File: src/rtl/dataint_ecc_pkg.sv
// Shared types and constant helpers for the SECDED encoder pipeline.
// Hamming positions are 1-based; codeword index j holds Hamming position j+1.
package dataint_ecc_pkg;

    localparam int MAX_TW = 256;

    typedef enum logic [1:0] {
        INJ_NONE   = 2'd0,
        INJ_SINGLE = 2'd1,
        INJ_DOUBLE = 2'd2,
        INJ_RSVD   = 2'd3
    } inj_mode_e;

    function automatic int secded_pb(input int width);
        return $clog2(width + $clog2(width) + 1);
    endfunction

    function automatic int secded_tw(input int width);
        return width + secded_pb(width) + 1;
    endfunction

    // Codeword indices covered by parity bit pbit (its own slot and the overall bit excluded).
    function automatic logic [MAX_TW-1:0] secded_encode(input int width, input int pbit);
        logic [MAX_TW-1:0] mask;
        mask = '0;
        for (int j = 0; j < secded_tw(width) - 1; j++) begin
            if ((j != (1 << pbit) - 1) && ((((j + 1) >> pbit) & 1) != 0)) begin
                mask = mask | ({{(MAX_TW-1){1'b0}}, 1'b1} << j);
            end
        end
        return mask;
    endfunction

endpackage

File: src/rtl/dataint_ecc_secded_enc_lane.sv
// Combinational single-lane Hamming SECDED encoder.
// Data fills the non-power-of-two positions; the top bit is overall parity.
module dataint_ecc_secded_enc_lane
    import dataint_ecc_pkg::*;
#(
    parameter int WIDTH = 4
) (
    input  logic [WIDTH-1:0]            data_i,
    output logic [secded_tw(WIDTH)-1:0] code_o
);

    localparam int PB = secded_pb(WIDTH);
    localparam int TW = secded_tw(WIDTH);

    logic [TW-2:0] placed_s;
    logic [TW-2:0] body_s;
    logic [PB-1:0] parity_s;

    // Position j+1 is a power of two exactly when (j+1)&j is zero.
    for (genvar j = 0; j < TW - 1; j++) begin : g_place
        if (((j + 1) & j) == 0) begin : g_par
            assign placed_s[j] = 1'b0;
            assign body_s[j]   = parity_s[$clog2(j + 1)];
        end else begin : g_dat
            assign placed_s[j] = data_i[j - $clog2(j + 2)];
            assign body_s[j]   = placed_s[j];
        end
    end

    for (genvar i = 0; i < PB; i++) begin : g_pbit
        localparam logic [MAX_TW-1:0] MASK = secded_encode(WIDTH, i);
        assign parity_s[i] = ^(placed_s & MASK[TW-2:0]);
    end

    assign code_o = {^body_s, body_s};

endmodule

File: src/rtl/dataint_ecc_secded_enc_pipe.sv
// Multi-lane SECDED encoder pipeline with valid/ready flow control,
// one-shot test error injection and saturating delivery statistics.
module dataint_ecc_secded_enc_pipe
    import dataint_ecc_pkg::*;
#(
    parameter int WIDTH  = 4,
    parameter int LANES  = 1,
    parameter int REG_IN = 1,
    parameter int CNT_W  = 32
) (
    input  logic                                clk,
    input  logic                                rst,
    input  logic                                s_valid,
    output logic                                s_ready,
    input  logic [LANES*WIDTH-1:0]              s_data,
    output logic                                m_valid,
    input  logic                                m_ready,
    output logic [LANES*secded_tw(WIDTH)-1:0]   m_code,
    input  logic                                inj_arm,
    input  logic [1:0]                          inj_mode,
    input  logic [$clog2(LANES):0]              inj_lane,
    input  logic [$clog2(secded_tw(WIDTH)):0]   inj_pos0,
    input  logic [$clog2(secded_tw(WIDTH)):0]   inj_pos1,
    output logic                                inj_armed,
    output logic [CNT_W-1:0]                    beat_cnt,
    output logic [CNT_W-1:0]                    inj_cnt
);

    localparam int TW = secded_tw(WIDTH);
    localparam int LW = $clog2(LANES) + 1;
    localparam int PW = $clog2(TW) + 1;
    localparam int CW = LANES * TW;
    localparam int DW = LANES * WIDTH;
    localparam logic [TW-1:0]    ONE_TW  = {{(TW-1){1'b0}}, 1'b1};
    localparam logic [CNT_W-1:0] CNT_ONE = {{(CNT_W-1){1'b0}}, 1'b1};
    localparam logic [CNT_W-1:0] CNT_MAX = {CNT_W{1'b1}};

    logic             rdy_q;
    logic             armed_q, armed_d;
    inj_mode_e        mode_q, mode_d;
    logic [LW-1:0]    lane_q, lane_d;
    logic [PW-1:0]    pos0_q, pos0_d, pos1_q, pos1_d;
    logic             out_v_q, out_v_d, tag_q, tag_d;
    logic [CW-1:0]    code_q, code_d;
    logic [CNT_W-1:0] beat_q, beat_d, injc_q, injc_d;

    logic             out_load_s, stage_rdy_s, accept_s, arm_ok_s, bind_s, deliver_s;
    inj_mode_e        eff_mode_s;
    logic [LW-1:0]    eff_lane_s;
    logic [PW-1:0]    eff_pos0_s, eff_pos1_s;
    logic [CW-1:0]    in_mask_s, src_mask_s, enc_s;
    logic [DW-1:0]    src_data_s;
    logic             src_v_s, src_tag_s;

    assign out_load_s = !out_v_q || m_ready;
    assign s_ready    = rdy_q && stage_rdy_s;
    assign accept_s   = s_valid && s_ready;
    assign deliver_s  = out_v_q && m_ready;
    assign arm_ok_s   = inj_arm && !armed_q &&
                        ((inj_mode == INJ_SINGLE) || (inj_mode == INJ_DOUBLE));

    // Injection seen by the beat accepted now: pending shadow first, else a same-cycle arm.
    always_comb begin
        eff_mode_s = INJ_NONE;
        eff_lane_s = '0;
        eff_pos0_s = '0;
        eff_pos1_s = '0;
        if (armed_q) begin
            eff_mode_s = mode_q;
            eff_lane_s = lane_q;
            eff_pos0_s = pos0_q;
            eff_pos1_s = pos1_q;
        end else if (arm_ok_s) begin
            eff_mode_s = inj_mode_e'(inj_mode);
            eff_lane_s = inj_lane;
            eff_pos0_s = inj_pos0;
            eff_pos1_s = inj_pos1;
        end else begin
            eff_mode_s = INJ_NONE;
        end
    end

    assign bind_s = accept_s && (eff_mode_s != INJ_NONE);

    for (genvar k = 0; k < LANES; k++) begin : g_lane
        logic [TW-1:0] flip_s;

        // Out-of-range positions shift the single set bit away, so they flip nothing.
        always_comb begin
            flip_s = '0;
            if ((eff_mode_s != INJ_NONE) && (eff_lane_s == LW'(k))) begin
                if (eff_mode_s == INJ_DOUBLE) begin
                    flip_s = (ONE_TW << eff_pos0_s) ^ (ONE_TW << eff_pos1_s);
                end else begin
                    flip_s = ONE_TW << eff_pos0_s;
                end
            end else begin
                flip_s = '0;
            end
        end

        assign in_mask_s[k*TW +: TW] = flip_s;

        dataint_ecc_secded_enc_lane #(.WIDTH(WIDTH)) u_enc (
            .data_i (src_data_s[k*WIDTH +: WIDTH]),
            .code_o (enc_s[k*TW +: TW])
        );
    end

    if (REG_IN != 0) begin : g_in_reg
        logic          s1_v_q, s1_tag_q;
        logic [DW-1:0] s1_data_q;
        logic [CW-1:0] s1_mask_q;

        // Input stage refills whenever it is empty or its beat moves to the output stage.
        always_ff @(posedge clk or posedge rst) begin
            if (rst) begin
                s1_v_q    <= 1'b0;
                s1_tag_q  <= 1'b0;
                s1_data_q <= '0;
                s1_mask_q <= '0;
            end else if (stage_rdy_s) begin
                s1_v_q    <= accept_s;
                s1_tag_q  <= bind_s;
                s1_data_q <= s_data;
                s1_mask_q <= in_mask_s;
            end
        end

        assign stage_rdy_s = !s1_v_q || out_load_s;
        assign src_v_s     = s1_v_q;
        assign src_tag_s   = s1_tag_q;
        assign src_data_s  = s1_data_q;
        assign src_mask_s  = s1_mask_q;
    end else begin : g_in_pass
        assign stage_rdy_s = out_load_s;
        assign src_v_s     = accept_s;
        assign src_tag_s   = bind_s;
        assign src_data_s  = s_data;
        assign src_mask_s  = in_mask_s;
    end

    // Output stage, injection shadow and saturating counters.
    always_comb begin
        out_v_d = out_v_q;
        code_d  = code_q;
        tag_d   = tag_q;
        armed_d = armed_q;
        mode_d  = mode_q;
        lane_d  = lane_q;
        pos0_d  = pos0_q;
        pos1_d  = pos1_q;
        beat_d  = beat_q;
        injc_d  = injc_q;
        if (out_load_s) begin
            out_v_d = src_v_s;
            tag_d   = src_v_s && src_tag_s;
            code_d  = src_v_s ? (enc_s ^ src_mask_s) : code_q;
        end else begin
            out_v_d = out_v_q;
        end
        if (bind_s) begin
            armed_d = 1'b0;
        end else if (arm_ok_s) begin
            armed_d = 1'b1;
            mode_d  = inj_mode_e'(inj_mode);
            lane_d  = inj_lane;
            pos0_d  = inj_pos0;
            pos1_d  = inj_pos1;
        end else begin
            armed_d = armed_q;
        end
        if (deliver_s && (beat_q != CNT_MAX)) begin
            beat_d = beat_q + CNT_ONE;
        end else begin
            beat_d = beat_q;
        end
        if (deliver_s && tag_q && (injc_q != CNT_MAX)) begin
            injc_d = injc_q + CNT_ONE;
        end else begin
            injc_d = injc_q;
        end
    end

    // State registers; s_ready stays low until the first clock after reset release.
    always_ff @(posedge clk or posedge rst) begin
        if (rst) begin
            rdy_q   <= 1'b0;
            out_v_q <= 1'b0;
            code_q  <= '0;
            tag_q   <= 1'b0;
            armed_q <= 1'b0;
            mode_q  <= INJ_NONE;
            lane_q  <= '0;
            pos0_q  <= '0;
            pos1_q  <= '0;
            beat_q  <= '0;
            injc_q  <= '0;
        end else begin
            rdy_q   <= 1'b1;
            out_v_q <= out_v_d;
            code_q  <= code_d;
            tag_q   <= tag_d;
            armed_q <= armed_d;
            mode_q  <= mode_d;
            lane_q  <= lane_d;
            pos0_q  <= pos0_d;
            pos1_q  <= pos1_d;
            beat_q  <= beat_d;
            injc_q  <= injc_d;
        end
    end

    assign m_valid   = out_v_q;
    assign m_code    = code_q;
    assign inj_armed = armed_q;
    assign beat_cnt  = beat_q;
    assign inj_cnt   = injc_q;

endmodule
File: config.mk
export PLATFORM = sky130hd
export DESIGN_NAME = dataint_ecc_secded_enc_pipe
export DESIGN_NICKNAME = d
export VERILOG_FILES = /design/src/rtl/dataint_ecc_pkg.sv /design/src/rtl/dataint_ecc_secded_enc_lane.sv /design/src/rtl/dataint_ecc_secded_enc_pipe.sv
export SDC_FILE = /design/constraint.sdc
export NUM_CORES = 1
export LEC_CHECK = 0
export ABC_AREA = 1
export ABC_CLOCK_PERIOD_IN_PS = 3550
export BUFFER_PORTS_ARGS = -buffer_cell sky130_fd_sc_hd__buf_4
export CAP_MARGIN = 25
export CORE_UTILIZATION = 30
export DETAILED_ROUTE_END_ITERATION = 10
export SYNTH_ARGS = -nofsm -noshare
export SYNTH_HDL_FRONTEND = slang
export SYNTH_SLANG_ARGS = --single-unit
File: constraint.sdc
create_clock -name clk -period 3.55 [get_ports clk]
set_input_delay 0.355 -clock clk [delete_from_list [all_inputs] [get_ports clk]]
set_output_delay 0.355 -clock clk [all_outputs]
set_load 0.005 [all_outputs]
# Word-level counts from Yosys, hierarchy flattened

Cells that the tools add are included.
Widths: inputs -> output; s select.

Add/subtract/negate cells: 2
Eq/ne operators: 5
Shift operators: 2
Multiplexer cells: 12
Bitwise logic cells: 4
Reduce and logical (&&, ||, !) cells: 25

Operator list:

| kind                  | number |
|---|---|
| $add 32x1->32 const B | 2 |
| $ne 32x32->1 const B  | 2 |
| $reduce_xor 7->1      | 4 |
| $mux 4                | 4 |
| $mux 8                | 2 |
| $shl 1x4->8 const A   | 2 |
| $xor 8x8->8           | 2 |
| $logic_and 1x1->1     | 11 |
| $eq 2x2->1 const B    | 2 |
| $mux 1                | 4 |
| $mux 2                | 2 |
| $reduce_and 2->1      | 2 |
| $reduce_bool 2->1     | 2 |
| $logic_not 1->1       | 3 |
| $logic_or 1x1->1      | 3 |
| $eq 2x1->1 const B    | 1 |
| $not 1->1             | 2 |

Register bits after elaboration: 101
Input port bits: 20
Word-level logic and storage cells: 65

# Logic depth before layout (Yosys ltp)

Word-level depth: 9
Gate-level depth with buffers: 12
Mapped depth without buffers: 12

# Cells and area by module

From an unflattened synthesis, not the netlist that was laid out.

Cell total of the unflattened synthesis: 839
Area, all modules: 6,070.8 sq um

By module, submodules not included:

| module                      | instances | cells an instance | area each (sq um) | seq. area each (sq um) |
|---|---|---|---|---|
| dataint_ecc_secded_enc_pipe | 1         | 806               | 5,923.2           | 2,527.4 |
| dataint_ecc_secded_enc_lane | 1         | 33                | 147.6             | 0.0 |

# Worst setup path after synthesis

Ideal clock, no wire load.

Path type: reg-to-reg
From: register beat_q[0], in the netlist beat_cnt[0]
To: register beat_q[24], in the netlist beat_cnt[24]
Data arrival time: 1.602 ns
Required time: 3.433 ns
Slack: 1.831 ns
Cell stages (with the launch flop): 12
Cells stage by stage: dfrtp_1 ha_1 inv_1 nor2_2 nand2_1 nor2_1 nand2_1 nand2_1 inv_2 buf_2 nand3_1 nand2_1

Cells in the longest elaborated chain, start to end: 2
Elaborated cells on any way between the ends: 3
Those cells by class: add/sub (1); eq/ne (1); reduce/logical (1)

Ends and longest elaborated chain:

| element                                               | RTL line                           | text |
|---|---|---|
| start: declaration                                    | dataint_ecc_secded_enc_pipe.sv:45  | `logic [CNT_W-1:0] beat_q, beat_d, injc_q, injc_d;` |
| start signal: assignment                              | dataint_ecc_secded_enc_pipe.sv:209 | `beat_q <= beat_d;` |
| branches (longest 2 deep; another with $add 32x1->32) | n/a                                |  |

Parallel ways; which one is timed is not known.
A chain may end at the register's enable or synchronous reset.

# Final worst setup path

From: register armed_q, in the netlist inj_armed
To: register g_in_reg.s1_mask_q[2]

Cells in the longest elaborated chain, start to end: 9
Elaborated cells on any way between the ends: 20
Those cells by class: eq/ne (1); shift (2); mux (10); bitwise (2); reduce/logical (5)

Ends and longest elaborated chain:

| element                               | RTL line                                                             | text |
|---|---|---|
| start: declaration                    | dataint_ecc_secded_enc_pipe.sv:39                                    | `logic armed_q, armed_d;` |
| start signal: assignment              | dataint_ecc_secded_enc_pipe.sv:204                                   | `armed_q <= armed_d;` |
| $logic_not 1->1                       | dataint_ecc_secded_enc_pipe.sv:59                                    | `assign arm_ok_s = inj_arm && !armed_q &&` |
| $logic_and 1x1->1 (2 in a row)        | dataint_ecc_secded_enc_pipe.sv:59                                    |  |
| $mux 4                                | dataint_ecc_secded_enc_pipe.sv:73                                    | `end else if (arm_ok_s) begin` |
| $mux 4                                | dataint_ecc_secded_enc_pipe.sv:68                                    | `if (armed_q) begin` |
| $shl 1x4->8, on equally long branches | dataint_ecc_secded_enc_pipe.sv:93, dataint_ecc_secded_enc_pipe.sv:95 |  |
| $xor 8x8->8                           | dataint_ecc_secded_enc_pipe.sv:93                                    | `flip_s = (ONE_TW << eff_pos0_s) ^ (ONE_TW << eff_pos1_s);` |
| $mux 8                                | dataint_ecc_secded_enc_pipe.sv:92                                    | `if (eff_mode_s == INJ_DOUBLE) begin` |
| $mux 8 (*)                            | dataint_ecc_secded_enc_pipe.sv:91                                    | `if ((eff_mode_s != INJ_NONE) && (eff_lane_s == LW'(k))) begin` |
| end signal: assignment                | dataint_ecc_secded_enc_pipe.sv:126                                   | `s1_mask_q <= in_mask_s;` |
| end: declaration                      | dataint_ecc_secded_enc_pipe.sv:113                                   | `logic [CW-1:0] s1_mask_q;` |

Mark *: on every way between the ends. The rest lies on a longest branch, timed or not.

==> reports/results.ini <==
[layout]
drive_gt1_share_pct = 15.60
layout.nets = 896
diodes = 0
area_growth_pct = 22.41
final_cell_area_um2 = 7039

[timing]
finalHoldViolCount = 0
setup_tns_ns = 0
grt_setup_unrepaired = no
period_share_pct = 64.72
fmax_mhz = 435.2
max_slew_margin_pct = 48.43
clock_skew_ns = 0.009997
setup_viol = 0
max_slew.worst_pin.slew_ns = 0.7665
drv_slew = 0
finalCriticalPeriod_ns = 2.298

[setup_path]
critPathKind = reg2reg
cp.arrival_ns = 2.54
crit_fanout = 15
required_ns = 3.80
cp_num_buf_inv = 1
startpoint = inj_armed
timing.rr.start = inj_armed
worstSetupEndpointType = flip-flop
start_kind = flip-flop
crit_path_max_incr_delay_ns = 0.57
critPathMostFrequentCell = nand3_1
crit_chain = nor2_4, nand3_1, o21ai_0, inv_1, nor2_1, nand3_1, nand3_1, nand2_1
cpMaxStageDelayCell = dfrtp_1
cp_top_family = simple AND/OR/NAND/NOR gates

[logic_synthesis]
syn_nets = 800
synth_top_area_share_pct = 43.95
synthArstFlopShare_pct = 100.0
synthDistinctLibCells = 32
ys_seq_elements = 101
synthTopCellsByArea = dfrtp_1 44%, nand2_1 17%, nor2_1 5.8%
synth_area_um2 = 5751
avgSynthCellArea_um2 = 7.391
ys.warnings.count = 0
synth_edf_count = 0
yosysTopAreaCell = dfrtp_1
seq_area_frac_synth_pct = 43.95
syn-instance-count = 778
synth_top_flop_cell = dfrtp_1

[clocking]
h-tree-depth = 3
cts.sinks = 101
cts_buffers = 9
clkSlewWorstSetupHoldPaths_ns = 0.07
clk_latency_ns = 0.36
clock_path_buffers = 2
postCtsSetupBuffers = 0
cts-root-buf = clkbuf_16
cts_tree = built
ctsResizeCount = 0

[global_routing]
grt_overflow = 0
grt_usage_pct = 15.25
grt_first_pass_wirelength_um = 23820
grt_pass1_vias = 4752
antenna_found_initial = 0
grt_max_degree = 67

[route]
first_iter_violations = 288
route.vias.total = 5050
wl_um = 14410
first_pass_iters = 5
drc = 0
viasPerCell = 4.541
postRouteAntennaNets = 0
wl_per_cell_um = 12.96

[floorplanning]
ioPinCount = 95
core_um2 = 18770
die_w_um = 140.5
dieArea_um2 = 19730
die_h_um = 140.5
initial_core_util_pct = 30.64
rows = 50

[power]
power.density_nw_per_um2 = 524.6
peakVddDrop_mv = 0.2885
power.total_mw = 3.693
leakage_nw = 3.452

[place]
dp_hpwl_um = 10840
gp_congestion = 0.8782
place.port_buffers = 94
dpl-instance-area_um2 = 6709

[worst_hold_path]
hold_start = s_data[2]
hold_path_class = in2reg

[flow_run]
max_cap_violations = 0

[outcome]
status = complete, no violations

[per-layer routing]
layer | GRT usage [%] | share of wire, % | routed length [µm]
met5 | 0 | 0 | 0
met4 | 3.833 | 1.2 | 169
met3 | 3.248 | 4.4 | 639
met2 | 24.58 | 46 | 6684
met1 | 20.78 | 48 | 6914
[what timing repair did]
action / in CTS / in global routing
hold endpoints to repair: 17 / 0
hold buffers: 1 / 0
setup endpoints to repair: 0 / 0
[synthesized netlist by cell type, types with 4 or more instances]
cell / count
xor2_1: 37
inv_1: 86
nor3_1: 26
nor2_2: 7
buf_2: 5
nand4_1: 15
dfrtp_1: 101
nand3_1: 39
o21ai_0: 30
nand2_1: 266
nor2_1: 89
nand2_2: 4
o21ai_1: 14
xnor2_1: 27
[metrics by stage]
step	utilization, %	setup slack [ns]	instances	hold slack, ns
2_1_floorplan	-	0.5479	778	0.4529
3_3_place_gp	35.60	1.361	1095	0.4676
3_5_place_dp	35.75	1.232	1096	0.3205
4_1_cts	37.51	1.203	1112	0.1852
5_1_grt	37.51	0.9755	1112	0.1977
6_report	37.51	1.252	1112	0.1997
[power by group]
| group | total, mW | internal [mW] | switching (mW) | leakage, nW |
|---|---|---|---|---|
| Combinational | 1.02 | 0.439 | 0.576 | 2.00 |
| Clock | 1.09 | 0.622 | 0.466 | 0.150 |
| Sequential | 1.59 | 1.37 | 0.221 | 1.30 |
| Total | 3.69 | 2.43 | 1.26 | 3.45 |
[area by class of cell]
class                           instances  area, µm²
Sequential cell                       101       2527
Inverter                               89      339.1
Tap cell                              234      292.8
Clock buffer                            9      225.2
Timing Repair Buffer                   98      758.2
Multi-Input combinational cell        575       2801
Fill cell                            1999      11730
Clock inverter                          6      95.09
[worst paths after layout]
check	endpoint	slack, ns	cells after the start
hold reg to reg	pos0_q[1]	0.49	2
setup / recovery	g_in_reg.s1_mask_q[2]	1.25	8
setup reg to reg	g_in_reg.s1_mask_q[2]	1.25	8
max in group asynchronous	inj_cnt[2]	2.12	5
hold / removal	g_in_reg.s1_data_q[2]	0.20	3
min in group asynchronous	beat_cnt[22]	0.50	3
[state kept, by name (all words and copies together), names as in the netlist]
signal              cells
g_in_reg.s1_tag_q       1
mode_q                  2
rdy_q                   1
tag_q                   1
m_code                  8
inj_armed               1
g_in_reg.s1_mask_q      8
pos1_q                  4
g_in_reg.s1_data_q      4
lane_q                  1
g_in_reg.s1_v_q         1
pos0_q                  4
beat_cnt               32
m_valid                 1
inj_cnt                32
[worst register-to-register path, cell delays in order, from the launching register on]
cell	delay, ns
dfrtp_1	0.57
nor2_4	0.23
nand3_1	0.32
o21ai_0	0.49
inv_1	0.10
nor2_1	0.24
nand3_1	0.11
nand3_1	0.09
nand2_1	0.05
[kinds of logic (layout without fill, tap and decap cells)]
logic type | Yosys count | after routing | synth area share, %
DFF | 101 | 101 | 43.95
and+or+nand+nor | 462 | 462 | 34.38
adders and majority gates | 2 | 2 | 0.4351
xor gates and xnor gates | 64 | 64 | 9.748
other | 1 | 1 | 0.06521
AOI/OAI and AO/OA | 46 | 46 | 4.091
buffers and inverters | 102 | 202 | 7.332
[layout by cell type (no fill, tap or decap), types with 2 or more instances in the layout]
cell	synthesis	final
buf_4	2	96
clkinvlp_4	0	2
clkbuf_16	0	9
xor2_1	37	37
nand2_1	266	266
inv_4	1	2
and2_1	2	2
nand3b_1	2	2
o21ai_1	14	14
nand3_1	39	39
inv_1	86	85
nor3_1	26	26
o21ai_0	30	30
bufinv_16	0	2
nor2_1	89	89
nor2_2	7	7
nor2_4	2	2
nor3_2	3	3
nand2_2	4	4
nor4_1	3	3
dfrtp_1	101	101
inv_2	2	2
ha_1	2	2
nand4_1	15	15
xnor2_1	27	27
No activity file was read; power rests on OpenSTA's default activity.
